### config.mk
export PLATFORM = sky130hd
export DESIGN_NAME = promedio_frame_rx
export DESIGN_NICKNAME = d
export VERILOG_FILES = /design/src/rtl/promedio_frame_rx.sv
export SDC_FILE = /design/constraint.sdc
export NUM_CORES = 1
export LEC_CHECK = 0
export ABC_AREA = 1
export CAP_MARGIN = 20
export CELL_PAD_IN_SITES_DETAIL_PLACEMENT = 0
export CELL_PAD_IN_SITES_GLOBAL_PLACEMENT = 1
export CORE_AREA = 2 2 83 85
export CTS_CLUSTER_SIZE = 10
export DETAILED_ROUTE_END_ITERATION = 10
export DIE_AREA = 0 0 85 87
export GPL_ROUTABILITY_DRIVEN = 1
export PLACE_DENSITY = 0.91
export SYNTH_ARGS = -nofsm -noshare
export SYNTH_HDL_FRONTEND = slang
export SYNTH_SLANG_ARGS = --single-unit
### constraint.sdc
create_clock -name clk -period 2.3 [get_ports clk]
set_input_delay 0.575 -clock clk [delete_from_list [all_inputs] [get_ports clk]]
set_output_delay 0.575 -clock clk [all_outputs]
set_load 0.05 [all_outputs]
### src/rtl/promedio_frame_rx.sv
// 8N1 UART receiver that packs NBYTES LSB-first bytes into one word.
// Define FRAME_TIMEOUT_EN to drop partial frames after an idle gap.
module promedio_frame_rx #(
  parameter int CLK_FREQ     = 10000,
  parameter int BAUD_RATE    = 1000,
  parameter int WIDTH        = 24,
  parameter int TIMEOUT_BITS = 30
) (
  input  logic             clk,
  input  logic             reset,
  input  logic             rx,
  output logic [WIDTH-1:0] data,
  output logic             data_valid,
  output logic             frame_err,
  output logic [1:0]       byte_idx
);

  localparam int CPB    = CLK_FREQ / BAUD_RATE;
  localparam int NBYTES = WIDTH / 8;
  localparam int CW     = $clog2(CPB + 1);

  localparam logic [CW-1:0] HALF = CW'(CPB / 2 - 1);
  localparam logic [CW-1:0] FULL = CW'(CPB - 1);
  localparam logic [1:0]    LAST = 2'(NBYTES - 1);

  typedef enum logic [2:0] {
    S_IDLE,
    S_START,
    S_DATA,
    S_STOP,
    S_WAIT
  } state_t;

  state_t           state_q, state_d;
  logic             rx_meta_q;
  logic             rx_s_q;
  logic             rx_prev_q;
  logic [CW-1:0]    cnt_q, cnt_d;
  logic [2:0]       bit_q, bit_d;
  logic [7:0]       shift_q, shift_d;
  logic [WIDTH-1:0] stage_q, stage_d;
  logic [WIDTH-1:0] data_q, data_d;
  logic             dv_q, dv_d;
  logic             ferr_q, ferr_d;
  logic [1:0]       idx_q, idx_d;
  logic             start_edge;
  logic             accept;

`ifdef FRAME_TIMEOUT_EN
  localparam int TLIM = TIMEOUT_BITS * CPB;
  localparam int TW   = $clog2(TLIM + 1);
  logic [TW-1:0] tmo_q, tmo_d;
`endif

  assign start_edge = rx_prev_q & ~rx_s_q;

  always_comb begin
    state_d = state_q;
    cnt_d   = cnt_q;
    bit_d   = bit_q;
    shift_d = shift_q;
    stage_d = stage_q;
    data_d  = data_q;
    idx_d   = idx_q;
    dv_d    = 1'b0;
    ferr_d  = 1'b0;
    accept  = 1'b0;
`ifdef FRAME_TIMEOUT_EN
    tmo_d   = tmo_q;
`endif

    unique case (state_q)
      S_IDLE: begin
        if (start_edge) begin
          cnt_d   = HALF;
          state_d = S_START;
        end
      end
      S_START: begin
        if (cnt_q == '0) begin
          if (!rx_s_q) begin
            cnt_d   = FULL;
            bit_d   = '0;
            state_d = S_DATA;
          end else begin
            state_d = S_IDLE;
          end
        end else begin
          cnt_d = cnt_q - 1'b1;
        end
      end
      S_DATA: begin
        if (cnt_q == '0) begin
          shift_d = {rx_s_q, shift_q[7:1]};
          cnt_d   = FULL;
          if (bit_q == 3'd7) begin
            state_d = S_STOP;
          end else begin
            bit_d = bit_q + 1'b1;
          end
        end else begin
          cnt_d = cnt_q - 1'b1;
        end
      end
      S_STOP: begin
        if (cnt_q == '0) begin
          if (rx_s_q) begin
            accept  = 1'b1;
            state_d = S_IDLE;
          end else begin
            ferr_d  = 1'b1;
            idx_d   = '0;
            state_d = S_WAIT;
          end
        end else begin
          cnt_d = cnt_q - 1'b1;
        end
      end
      S_WAIT: begin
        if (rx_s_q) state_d = S_IDLE;
      end
      default: state_d = S_IDLE;
    endcase

    if (accept) begin
      for (int k = 0; k < NBYTES; k++) begin
        if (idx_q == 2'(k)) stage_d[8*k +: 8] = shift_q;
      end
      if (idx_q == LAST) begin
        data_d = stage_d;
        dv_d   = 1'b1;
        idx_d  = '0;
      end else begin
        idx_d = idx_q + 1'b1;
      end
    end

`ifdef FRAME_TIMEOUT_EN
    // Counts only while idle between bytes of a started frame.
    if (accept || start_edge || idx_q == '0) begin
      tmo_d = '0;
    end else if (state_q == S_IDLE) begin
      if (tmo_q == TW'(TLIM - 1)) begin
        tmo_d   = '0;
        ferr_d  = 1'b1;
        idx_d   = '0;
        stage_d = '0;
      end else begin
        tmo_d = tmo_q + 1'b1;
      end
    end
`endif
  end

  always_ff @(posedge clk) begin
    if (!reset) begin
      rx_meta_q <= 1'b1;
      rx_s_q    <= 1'b1;
      rx_prev_q <= 1'b1;
      state_q   <= S_IDLE;
      cnt_q     <= '0;
      bit_q     <= '0;
      shift_q   <= '0;
      stage_q   <= '0;
      data_q    <= '0;
      dv_q      <= 1'b0;
      ferr_q    <= 1'b0;
      idx_q     <= '0;
`ifdef FRAME_TIMEOUT_EN
      tmo_q     <= '0;
`endif
    end else begin
      rx_meta_q <= rx;
      rx_s_q    <= rx_meta_q;
      rx_prev_q <= rx_s_q;
      state_q   <= state_d;
      cnt_q     <= cnt_d;
      bit_q     <= bit_d;
      shift_q   <= shift_d;
      stage_q   <= stage_d;
      data_q    <= data_d;
      dv_q      <= dv_d;
      ferr_q    <= ferr_d;
      idx_q     <= idx_d;
`ifdef FRAME_TIMEOUT_EN
      tmo_q     <= tmo_d;
`endif
    end
  end

  assign data       = data_q;
  assign data_valid = dv_q;
  assign frame_err  = ferr_q;
  assign byte_idx   = idx_q;

endmodule

* After elaboration in Yosys (flattened, before gate mapping) *
Cells that the tools add are included.

cells by class
  add/sub/neg operators = 3
  $mul = 0
  div/mod/pow operators = 0
  $lt $le $gt $ge = 0
  equal/unequal tests = 18
  shift-type cells = 0
  multiplexer cells = 33
  bitwise gates (word level) = 2
  reductions and logical operators = 15

operator list
  operator                                             number
  two-way mux 3 bit                                    11
  two-way mux 8 bit                                    3
  two-way mux 4 bit                                    5
  inequality test 2 bit, second input constant         9
  one-hot mux 4 bit (4 select lines)                   1
  one-hot mux 3 bit (5 select lines)                   1
  two-way mux 2 bit                                    6
  equality test 3 x 2 -> 1 bit, second input constant  2
  equality test 3 bit, second input constant           2
  one-hot mux 3 bit (2 select lines)                   1
  AND reduction 2 bit                                  3
  AND reduction 3 bit                                  2
  AND reduction 6 bit                                  1
  nonzero test 2 bit                                   3
  two-way mux 1 bit                                    5
  AND reduction 5 bit                                  1
  logical NOT 4 bit                                    1
  AND reduction 4 bit                                  1
  nonzero test 4 bit                                   1
  subtractor 4 x 1 -> 4 bit, second input constant     1
  adder 3 x 1 -> 3 bit, second input constant          1
  equality test 3 x 1 -> 1 bit, second input constant  1
  logical NOT 3 bit                                    1
  inequality test 3 bit, second input constant         1
  other kinds (7)                                      7

storage, ports and cells
  register bits = 73
  bits in latches = 0
  memory bits (writable) = 0
  bits in read-only memories = 0
  input port bits = 3
  output and inout port bits = 28
  logic and storage cells = 83
  memories = 0

* Depth between registers and ports, before layout *
Gate-level depths: netlist of run 1.

  depth after elaboration = 5
  depth in mapped cells = 11
  mapped depth without buffers = 10

* Least setup slack after synthesis of run 1 *
Ideal clock, no wire load.

  kind = flip-flop to flip-flop
  start = register idx_q[1] (netlist: byte_idx[1])
  end = register stage_q[12]
  library setup time = 0.070 ns
  arrival = 1.504 ns
  required time = 2.230 ns
  slack = 0.726 ns
  stages on the path, launching flop included = 8
  path buffers = 1
  clock period less this slack = 1.574 ns
  cells stage by stage = dfxtp_1 > inv_1 > nand2_1 > inv_1 > buf_2 > o21ai_0 > o21ai_0 > a21oi_1

on the way
  longest elaborated chain between the ends = 2

ends and longest elaborated chain
  what                          line  RTL
  start: declaration            45    logic [1:0] idx_q, idx_d;
  start signal: assignment      184   idx_q <= idx_d;
  equality test 2 x 1 -> 1 bit  127   if (idx_q == 2'(k)) stage_d[8*k +: 8] = shift_q;
  two-way mux 8 bit             127
  end signal: assignment        180   stage_q <= stage_d;
  end: declaration              41    logic [WIDTH-1:0] stage_q, stage_d;

No other way between the ends.
A chain may end at the register's enable or synchronous reset.

* Final worst setup path of run 1 *
  start = register idx_q[0] (netlist: byte_idx[0])
  end = output byte_idx[0]

RTL lines
  what              line  RTL
  end: declaration  15    output logic [1:0] byte_idx

No word-level cell between the ends.

==> metrics.md, run 1 <==
| Metric | Value |
|---|---|
| Portion of the clock cycle consumed by the worst path in the final layout | `0.9339` |
| Fraction of the mapped netlist area in compound gates | `0.1362` |
| Detailed-placement wirelength estimate | `a little under 4000 um` |
| Total clock buffers created by CTS | `9` |
| Total vias in the final route | `2,333` |
| Time the worst path needs with I/O delays and setup | `~2.1 ns` |
| Overall global routing resource usage | `0.1627` |
| Category of cells accounting for the largest share of critical-path delay | `buffers and inverters` |
| Leading cell types by total area after synthesis | `sky130_fd_sc_hd__dfxtp_1, sky130_fd_sc_hd__nand2_1, sky130_fd_sc_hd__o21ai_0` |
| Relative slew slack | `0.6043` |
| Resized cells post-CTS | `0` |
| Last weighted congestion value of the routability-driven placer | `approximately 0.85` |
| FILL cells | `664` |
| Type of the worst setup path | `register to output port` |
| Area share of fa/ha/maj cells after synthesis | `0.01841` |
| Endpoints failing setup | `0` |
| Share of the synthesized netlist area taken by xor and xnor gates | `0` |
| Aggregate routed wire length | `between 5000 and 6000 um` |
| Mean cell area of the mapped netlist | `~7.3 um^2` |
| Upper clock frequency limit | `between 400 and 500 MHz` |
| Final layout net count | `approximately 410` |
| Hold Fails Final Rpt | `0` |
| Ordered cell list for the critical path | `clkdlybuf4s50_1` |
| Peak per-stage delay on the critical path | `0.84 ns` |
| Share of total power in sequential cells | `0.440` |
| Global-route wire length before repair | `between 9000 and 10,000 um` |
| Setup TNS | `0 ns` |
| Leakage power | `roughly 1.4 nW` |
| Mux contribution to synthesized area | `0` |
| Cell-internal power | `around 2.1 mW` |
| Htree depth | `3` |
| Pwr Density | `~900 nW/um^2` |
| Die boundary height | `between 80 and 90 um` |
| Worst Max-Slew Pin Slew | `around 0.59 ns` |
| # placed instances | `468` |
| FF-to-FF setup slack | `between 0.4 and 0.5 ns` |
| Switching part of the total | `0.3099` |
| Clock latency at the later pin of the worst-skew pair | `~0.34 ns` |
| Initial antenna violation count | `0` |
| CTS tree | `done` |
| Largest net degree at the start of global routing | `53` |
| Post-Synthesis Net Count | `380` |
| Post-synthesis instance area | `roughly 2700 um^2` |
| Instance count of the mapped netlist | `about 370` |
| Critical Path AT | `1.57 ns` |
| Antenna cell count | `0` |
| Quantity of I/O buffers inserted on ports | `30` |
| Number of pins exceeding their max-slew limit in the final report | `0` |
| Clock Skew | `roughly 0.0083 ns` |
| Ratio of routed vias to standard cells | `slightly below 5` |
| Post-CTS repair timing setup buffer count | `0` |
| Per-cell routed wire length | `roughly 12 um` |
| Worst path bufs/invs | `1` |
| Number of different library cells in the post-synthesis netlist | `23` |
| Relative area change from synthesis to final layout | `20.75%` |
| Number of primary I/O pins | `31` |
| Number of clock sinks | `65` |
| Yosys synthesis warning count | `0` |
| Drt initial violations | `125` |
| Class of the tightest hold or removal check | `register to register` |
| CP Data Required Time | `approximately 1.7 ns` |
| Library cell occupying the most area in the post-synthesis netlist | `sky130_fd_sc_hd__dfxtp_1` |
| IR drop worst, VDD | `approximately 0.00052 V` |
| Number of global-route vias before repair | `2,172` |
| Clock Pin Slew Worst Setup and Hold Paths | `0.07 ns` |
| Max_cap viols | `0` |
| Antenna Nets Post-Route | `0` |
| Crit-path max FO | `5` |
| Largest family of logic cells by synthesized area | `simple AND/OR/NAND/NOR gates` |
| Switching pwr | `approximately 0.94 mW` |
| Die area | `roughly 7400 um^2` |
| Cell with the biggest individual delay on the critical path | `sky130_fd_sc_hd__clkdlybuf4s50_1` |
| Number of iterations in the first detailed-routing pass | `4` |
| Yosys reg bits | `65` |
| Maximum clock path buffer count | `2` |
| Clock root buffer | `sky130_fd_sc_hd__clkbuf_8` |
| Number of standard cells in the final layout excluding fillers | `just under 500` |
| Logic pwr share | `0.206` |
| Die W | `approximately 85 um` |
| Area fraction of the dominant cell type after synthesis | `0.4786` |
| Count of unresolved DRC violations after routing | `0` |
| Row cnt | `30` |
| Initial cell density of the core | `0.4139` |
| Unrepaired setup endpoints after global routing | `false` |
| Clock network fraction of total power | `0.354` |
| Area of the core | `roughly 6600 um^2` |
| Number of buffers inserted by hold repair at cts | `0` |
| Status | `complete, no violations` |
| Sequential-to-total area share from yosys stat | `0.4786` |
| Total congestion overflow after global routing | `0` |
| Kind of launch point of the worst setup path | `register` |
| Worst setup EP type | `output port` |
| Fraction of the mapped netlist area in simple logic gates | `0.2844` |
| Share of cells above drive strength 1 | `0.08209` |
## path summary, 6_finish.rpt
| path | start | end | depth (start not counted) |
|---|---|---|---|
| setup reg to reg | cnt_q[0] | data[19] | 10 |
| setup / recovery | byte_idx[0] | byte_idx[0] | 1 |
| hold reg to reg | rx_meta_q | rx_s_q | 1 |
| hold / removal | rx_meta_q | rx_s_q | 1 |
## registers in the layout, summed over array words and instances, names as in the netlist
signal,count
state_q,3
rx_meta_q,1
data,24
rx_s_q,1
rx_prev_q,1
stage_q,16
bit_q,3
cnt_q,4
frame_err,1
shift_q,8
data_valid,1
byte_idx,2
## synthesized netlist by cell type (all sizes together)
library cell	instances
or2	2
buf	13
dfxtp	65
nand4	4
ha	4
clkinv	1
o21ai	48
nand3	34
clkbuf	6
a21oi	26
nor2	37
nand2	100
inv	33
## logic make-up after synthesis
logic type / Yosys count
buffers and inverters: 53
AOI/OAI and AO/OA: 74
adders and majority gates: 4
DFF: 65
and+or+nand+nor: 177
## layout by cell type (no fill, tap or decap)
master / synthesis / final
sky130_fd_sc_hd__buf_12: 0 / 1
sky130_fd_sc_hd__nand2_4: 1 / 1
sky130_fd_sc_hd__nand2_2: 3 / 3
sky130_fd_sc_hd__clkinv_2: 1 / 2
sky130_fd_sc_hd__ha_1: 4 / 4
sky130_fd_sc_hd__inv_1: 30 / 30
sky130_fd_sc_hd__inv_2: 3 / 3
sky130_fd_sc_hd__nand4_1: 4 / 4
sky130_fd_sc_hd__clkdlybuf4s50_1: 0 / 30
sky130_fd_sc_hd__bufinv_16: 0 / 2
sky130_fd_sc_hd__nor2_8: 1 / 1
sky130_fd_sc_hd__nand3_1: 32 / 32
sky130_fd_sc_hd__nor2_2: 1 / 1
sky130_fd_sc_hd__a21oi_1: 26 / 26
sky130_fd_sc_hd__nand2_1: 96 / 96
sky130_fd_sc_hd__nor2_4: 1 / 1
sky130_fd_sc_hd__nand3_2: 2 / 2
sky130_fd_sc_hd__nor2_1: 34 / 34
sky130_fd_sc_hd__clkbuf_8: 0 / 11
sky130_fd_sc_hd__or2_2: 2 / 2
sky130_fd_sc_hd__o21ai_0: 47 / 47
sky130_fd_sc_hd__dfxtp_1: 65 / 65
sky130_fd_sc_hd__o21ai_1: 1 / 1
sky130_fd_sc_hd__buf_4: 0 / 3
## cell type report
class,instances,area (um^2),share of cell area
Sequential cell,65,1301,0.3963
Multi-Input combinational cell,255,1194,0.3636
Timing Repair Buffer,34,342.8,0.1044
Clock buffer,11,151.4,0.04611
Inverter,34,128.9,0.03925
Tap cell,80,100.1,0.03049
Clock inverter,3,65.06,0.01982
## through the flow
stage | utilization | worst slack (ns) | area [um^2] | power [mW] | hold WS (ns)
2_1_floorplan | - | 0.7261 | 2719 | 1.825 | 0.3925
3_3_place_gp | 0.4669 | 0.4461 | 3067 | 1.965 | 0.3993
6_report | 0.4998 | 0.1521 | 3283 | 3.038 | 0.4220
3_5_place_dp | 0.4669 | 0.4100 | 3067 | 1.978 | 0.4033
5_1_grt | 0.4998 | 0.1066 | 3283 | 3.224 | 0.4510
4_1_cts | 0.4998 | 0.1287 | 3283 | 3.050 | 0.4231
## per-layer routing
layer | GRT usage | routed length (um) | up-vias
met1 | 0.1967 | 2763 | 1044
li1 | - | - | 1243
met4 | 0.07504 | 114 | 0
met5 | 0 | 0 | -
met2 | 0.2820 | 2644 | 36
met3 | 0.02844 | 158 | 10
## power by group through the flow
stage	combinational (mW)	clock, mW	sequential [mW]
floorplan	0.497	0	1.33
global placement	0.607	0	1.36
detailed placement	0.619	0	1.36
CTS	0.623	1.09	1.34
global route	0.731	1.14	1.35
finish	0.625	1.08	1.34
## worst reg2reg max path, cell delays in order (launching register included)
cell and delay [ns]:
sky130_fd_sc_hd__dfxtp_1 0.32, sky130_fd_sc_hd__inv_1 0.11, sky130_fd_sc_hd__ha_1 0.19, sky130_fd_sc_hd__nand2_1 0.09, sky130_fd_sc_hd__nor2_4 0.17, sky130_fd_sc_hd__nand3_2 0.12, sky130_fd_sc_hd__clkinv_2 0.11, sky130_fd_sc_hd__nand2_4 0.18
sky130_fd_sc_hd__nor2_8 0.35, sky130_fd_sc_hd__nand2_1 0.12, sky130_fd_sc_hd__nand2_1 0.07
(Power assumes the default switching activity.)
==> run 2, diff against run 1 <==
Settings changed: CAP_MARGIN 20 to default.
==> results of run 2 <==
Same layout as run 1: the final DEF is identical, and so are final timing and power.
==> run 3, diff against run 2 <==
Settings changed: GPL_TIMING_DRIVEN from default to 0.
==> run 3 against run 2 <==
Compared with the run above: final area is 0.30% higher; via count is 6.3% higher; global-route usage is 2.0 points higher; sequential power hardly changed; worst setup slack worse by 0.014 ns; maximum frequency is 0.67% lower; die area stayed put; highest routed layer unchanged.
==> metrics.md, run 3 (synthesized netlist as in run 1, its figures left out) <==
| Metric | Value |
|---|---|
| Status | `complete, no violations (unchanged)` |
| Post-CTS repair timing setup buffer count | `0 (unchanged)` |
| Share of total power in sequential cells | `0.464 (was 0.440)` |
| Total congestion overflow after global routing | `0 (unchanged)` |
| Class of the tightest hold or removal check | `register to register (unchanged)` |
| Htree depth | `3 (unchanged)` |
| Relative slew slack | `0.6629 (was 0.6043)` |
| Number of pins exceeding their max-slew limit in the final report | `0 (unchanged)` |
| Number of primary I/O pins | `31 (unchanged)` |
| CP Data Required Time | `1.73 ns (about the same)` |
| Hold Fails Final Rpt | `0 (unchanged)` |
| Crit-path max FO | `5 (unchanged)` |
| Clock Skew | `0.009104 ns (was 0.008318 ns)` |
| Type of the worst setup path | `register to output port (unchanged)` |
| Worst path bufs/invs | `1 (unchanged)` |
| Per-cell routed wire length | `12.49 um (was 11.79 um)` |
| Worst setup EP type | `output port (unchanged)` |
| Clock latency at the later pin of the worst-skew pair | `0.35 ns (was 0.34 ns)` |
| Setup TNS | `0 ns (unchanged)` |
| Detailed-placement wirelength estimate | `4460 um (was 3840 um)` |
| Logic pwr share | `0.216 (was 0.206)` |
| Leakage power | `1.409 nW (was 1.410 nW)` |
| Clock network fraction of total power | `0.320 (was 0.354)` |
| Most frequent standard cell in the layout excluding fill and tap cells | `sky130_fd_sc_hd__nand2_1 (unchanged)` |
| Worst Hold Margin | `0.4286 ns (was 0.4220 ns)` |
| Number of flip-flops in the largest register | `24 (unchanged)` |
| Number of standard cells in the final layout excluding fillers | `497 (was 482)` |
| Cell with the biggest individual delay on the critical path | `sky130_fd_sc_hd__clkdlybuf4s50_1 (unchanged)` |
| Worst Max-Slew Pin Slew | `0.5041 ns (was 0.5929 ns)` |
| Cell-internal power | `1.924 mW (was 2.097 mW)` |
| Maximum clock path buffer count | `2 (unchanged)` |
| Area of the core | `6569 um^2 (unchanged)` |
| Overall global routing resource usage | `0.1823 (was 0.1627)` |
| Antenna cell count | `0 (unchanged)` |
| Quantity of I/O buffers inserted on ports | `29 (was 30)` |
| Upper clock frequency limit | `462.5 MHz (was 465.6 MHz)` |
| Pwr Density | `875.1 nW/um^2 (was 925.4 nW/um^2)` |
| Endpoints failing setup | `0 (unchanged)` |
| Share of cells above drive strength 1 | `0.09353 (was 0.08209)` |
| Initial antenna violation count | `0 (unchanged)` |
| Count of unresolved DRC violations after routing | `0 (unchanged)` |
| Last weighted congestion value of the routability-driven placer | `0.8649 (was 0.8547)` |
| Portion of the clock cycle consumed by the worst path in the final layout | `0.9401 (was 0.9339)` |
| Kind of launch point of the worst setup path | `register (unchanged)` |
| Row cnt | `30 (unchanged)` |
| Drt initial violations | `142 (was 125)` |
| Unrepaired setup endpoints after global routing | `false (unchanged)` |
| Number of iterations in the first detailed-routing pass | `4 (unchanged)` |
| CTS tree | `done (unchanged)` |
| Commonest cells after routing, fill and taps aside | `sky130_fd_sc_hd__nand2_1, sky130_fd_sc_hd__dfxtp_1, sky130_fd_sc_hd__o21ai_0, sky130_fd_sc_hd__nor2_1, sky130_fd_sc_hd__nand3_1 (unchanged)` |
| Die boundary height | `87 um (unchanged)` |
| Total vias in the final route | `2,480 (was 2,333)` |
| Time the worst path needs with I/O delays and setup | `2.162 ns (was 2.148 ns)` |
| Number of buffers inserted by hold repair at cts | `0 (unchanged)` |
| Die area | `7395 um^2 (unchanged)` |
| Peak per-stage delay on the critical path | `0.84 ns (about the same)` |
| Aggregate routed wire length | `6210 um (was 5681 um)` |
| # placed instances | `482 (was 468)` |
| Global-route wire length before repair | `10,480 um (was 9673 um)` |
| IR drop worst, VDD | `0.0005550 V (was 0.0005203 V)` |
| Ratio of routed vias to standard cells | `4.990 (was 4.840)` |
| Ordered cell list for the critical path | `clkdlybuf4s50_1 (unchanged)` |
| Switching part of the total | `0.3325 (was 0.3099)` |
| Largest net degree at the start of global routing | `12 (was 53)` |
| Clock root buffer | `sky130_fd_sc_hd__clkbuf_8 (unchanged)` |
| Relative area change from synthesis to final layout | `21.12% (was 20.75%)` |
| Resized cells post-CTS | `0 (unchanged)` |
| Number of global-route vias before repair | `2,222 (was 2,172)` |
| Die W | `85 um (unchanged)` |
| Critical Path AT | `1.59 ns (was 1.57 ns)` |
| Final setup margin | `0.1377 ns (was 0.1521 ns)` |
| Category of cells accounting for the largest share of critical-path delay | `buffers and inverters (unchanged)` |
| Total clock buffers created by CTS | `9 (unchanged)` |
| Switching pwr | `0.9581 mW (was 0.9414 mW)` |
| Placement Setup Slack | `0.4889 ns (was 0.4100 ns)` |
| Clock Pin Slew Worst Setup and Hold Paths | `0.06 ns (was 0.07 ns)` |
| Antenna Nets Post-Route | `0 (unchanged)` |
| Number of clock sinks | `65 (unchanged)` |
| Max_cap viols | `0 (unchanged)` |
| Final layout net count | `420 (was 406)` |
| Initial cell density of the core | `0.4139 (unchanged)` |
run 3: changes by cell type in the layout (fill, tap and decap cells not counted):
cell,change
sky130_fd_sc_hd__clkbuf_8,-2
sky130_fd_sc_hd__bufinv_16,-1
sky130_fd_sc_hd__buf_4,-3
sky130_fd_sc_hd__clkdlybuf4s50_1,-1
sky130_fd_sc_hd__clkinv_2,+2
sky130_fd_sc_hd__buf_2,+7
sky130_fd_sc_hd__buf_12,-1
sky130_fd_sc_hd__clkbuf_1,+6
sky130_fd_sc_hd__clkinvlp_4,+2
sky130_fd_sc_hd__buf_1,+4
sky130_fd_sc_hd__buf_6,+2
run 3: power by group through the flow:
stage               sequential (mW)  clock [mW]  combinational, mW
floorplan                      1.33           0              0.497
finish                         1.34       0.921              0.622
global route                   1.35       0.999              0.725
CTS                            1.33       0.948              0.623
global placement               1.36           0              0.609
detailed placement             1.36           0              0.620
run 3: cell type report:
cell class              count  area, um^2
fillers                   660        3276
flip-flops and latches     65        1301
multi-input cells         255        1194
repair buffers             29       290.3
inverters                  34       128.9
clock buffers               9       123.9
well taps                  80       100.1
plain buffers              19       95.09
clock inverters             6       60.06
run 3: path summary, 6_finish.rpt:
kind                             startpoint          end  slack, ns  depth (start not counted)
worst max-delay path            byte_idx[0]  byte_idx[0]       0.14                          1
worst min-delay path              rx_meta_q       rx_s_q       0.43                          1
worst min register to register    rx_meta_q       rx_s_q       0.43                          1
worst max register to register     cnt_q[0]   stage_q[6]       0.50                          8
run 3: through the flow:
| step | instance area (um^2) | power, mW | util |
|---|---|---|---|
| floorplan | 2719 | 1.825 | - |
| global placement | 3109 | 1.966 | 0.4733 |
| detailed placement | 3109 | 1.979 | 0.4733 |
| CTS | 3293 | 2.905 | 0.5013 |
| global route | 3293 | 3.070 | 0.5013 |
| finish | 3293 | 2.882 | 0.5013 |
run 3: routing by layer:
layer  track usage  share of wire  up-vias
li1              -              -     1282
met1        0.2237           0.45     1120
met2        0.2997           0.47       67
met3       0.04834          0.062       11
met4       0.08369          0.017        0
met5             0              0        -
run 3: worst register-to-register path, cell delays in order (launching register included):
cell and delay (ns):
sky130_fd_sc_hd__dfxtp_1 0.34, sky130_fd_sc_hd__inv_1 0.09, sky130_fd_sc_hd__ha_1 0.22, sky130_fd_sc_hd__nand2_1 0.11, sky130_fd_sc_hd__nor2_4 0.06, sky130_fd_sc_hd__nand3_2 0.11, sky130_fd_sc_hd__clkbuf_1 0.36, sky130_fd_sc_hd__buf_2 0.31
sky130_fd_sc_hd__a21oi_1 0.10
==> RTL change: new RTL, config.mk and constraints of run 2 <==
The option `FRAME_TIMEOUT_EN` is turned on by a define.
--- a/src/rtl/promedio_frame_rx.sv
+++ b/src/rtl/promedio_frame_rx.sv
@@ -1,5 +1,7 @@
 // 8N1 UART receiver that packs NBYTES LSB-first bytes into one word.
 // Define FRAME_TIMEOUT_EN to drop partial frames after an idle gap.
+`define FRAME_TIMEOUT_EN
+
 module promedio_frame_rx #(
   parameter int CLK_FREQ     = 10000,
   parameter int BAUD_RATE    = 1000,
Behaviour: same outputs for any inputs over 10 cycles, from zero or initial values and one cycle with reset low; that may be too few to reach the edited logic, so the function may still have changed.
==> RTL change against run 2 <==
- synthesized area increased by 25%
- design area is 20% higher
- power increased by 9.3%
- sequential share of layout area down 2.0 points
- sequential cell count increased by 9
- largest cell class is now multi-input gates
- worst setup slack worse by 0.061 ns
- clock power is 4% lower
- wire length is 29% higher
==> RTL change: results (changes against run 2) <==
CTS
  • Clock buffer depth: 2 (unchanged)
  • Clock slew at reported path FFs: about 0.080 ns
  • Clk_lat worst skew: 0.36 ns (+0.02 ns)
  • H-tree depth: 3 (unchanged)
  • Total clock buffers created by CTS: 9 (unchanged)
  • Root Driver: clkbuf_8

STA
  • Slew @ Worst Pin: 0.6697 ns (+0.07683 ns)
  • Worst Clk Skew: 0.01471 ns (+0.006389 ns)
  • Fin crit share: 0.9605 (+0.02658)
  • Tightest hold margin: 0.4345 ns (+0.01245 ns)

Critical path
  • CP max stage cell: clkdlybuf4s50_1
  • Crit path max-delay family: buffers and inverters
  • Critical Path AT: 1.63 ns (+0.06 ns)
  • Worst R2R Setup Slack: 0.38 ns (-0.04 ns)

Finish
  • Ant. Diodes: 0 (unchanged)
  • Layout cells sized above 1: 0.1202 (+0.03815)
  • Layout net count: 502 (+24%)
  • Fillcell total: 644 (-3.0%)
  • Final Instance Count excl. Fillers: 579 (+20%)
  • Max reg flops: 24 (unchanged)

Place
  • Post-DP HPWL: 4854 um (+26%)
  • Routability Congestion: 0.8198 (-4.1%)
  • DP Cell Count: 563 (+20%)
  • Place WS: 0.2975 ns (-0.1125 ns)

Detailed routing
  • Met1 wire length: 3378 um (+22%)
  • DR top layer: met4
  • First-pass iteration count of the detailed router: 4 (unchanged)
  • Met2 WL: 3564 um (+35%)
  • Vias per Instance: 4.976 (+2.8%)
  • Met3 wire len: 250 um (+58%)
  • Post-Route WL: 7301 um (+29%)
  • Drt first-iter violations: 81 (-35%)

GRT
  • Vias in the first global route: 2,710 (+25%)
  • Initial antenna violation count: 0 (unchanged)
  • First-pass GRT wire length: 12,500 um (+29%)
  • Largest net degree at the start of global routing: 42 (-21%)
  • GRT Overall Usage: 0.2162 (+0.05357)

Power
  • Max IR drop VDD: 0.0006315 V (+21%)
  • P_int: 2182 uW (+4.0%)
  • Leak: 0.001574 uW (+12%)

Yosys
  • Most frequent cells after synthesis: nand2_1, dfxtp_1, inv_1
  • Post-synthesis sequential area ratio: 0.4351 (-0.04347)
  • Cell variety after synth: 31 (+35%)
  • Synthesized Nets: 475 (+25%)
  • Yosys warning count: 0 (unchanged)
  • Largest cells by area after synthesis: dfxtp_1, nand2_1, nand3_1, inv_1, nor2_1
  • Gate Count Post-Synth: 467 (+25%)

Outcome
  • Status: completed

Min path
  • Hold Path Class: register to register
-- RTL change: power by group through the flow --
| stage | logic (uW) | clock network [uW] | registers, uW |
|---|---|---|---|
| finish | 791 | 1040 | 1490 |
| global route | 920 | 1120 | 1510 |
| CTS | 798 | 1060 | 1490 |
| detailed placement | 791 | 0 | 1520 |
| global placement | 790 | 0 | 1510 |
| floorplan | 633 | 0 | 1500 |
-- RTL change: area by class of cell --
class	instances	area, um^2	share of cell area
multi-input combinational	324	1618	0.4115
sequential	74	1481	0.3768
clock inverter	6	65.06	0.01655
clock buffer	10	137.6	0.03501
tap	80	100.1	0.02546
inverter	52	195.2	0.04965
timing repair buffer	33	334.1	0.08498
-- RTL change: layer usage --
metal / GRT usage / vias up
li1: - / 1524
met4: 0.08225 / 0
met3: 0.05308 / 9
met2: 0.3629 / 44
met5: 0 / -
met1: 0.2691 / 1304
-- RTL change: final timing paths --
path,end,cells past startpoint,startpoint
setup / recovery,byte_idx[1],1,byte_idx[1]
hold / removal,rx_s_q,1,rx_meta_q
setup reg to reg,data[2],8,cnt_q[0]
hold reg to reg,rx_s_q,1,rx_meta_q
-- RTL change: metrics by stage --
step | instance area (um^2) | total power [uW]
5_1_grt | 3931 | 3547
3_5_place_dp | 3730 | 2308
2_1_floorplan | 3405 | 2130
4_1_cts | 3931 | 3346
6_report | 3931 | 3320
3_3_place_gp | 3730 | 2305
-- RTL change: repair_timing --
item	4_1_cts	5_1_grt
setup endpoints to repair	1	0
resized for setup	1	0
setup buffers	0	0
-- RTL change: kinds of logic after synthesis --
logic type / synth area share
flops: 0.4351
fa+ha+maj: 0.01838
buf+inv: 0.08967
xor+xnor: 0.01544
compound gates: 0.1033
simple gates: 0.3381
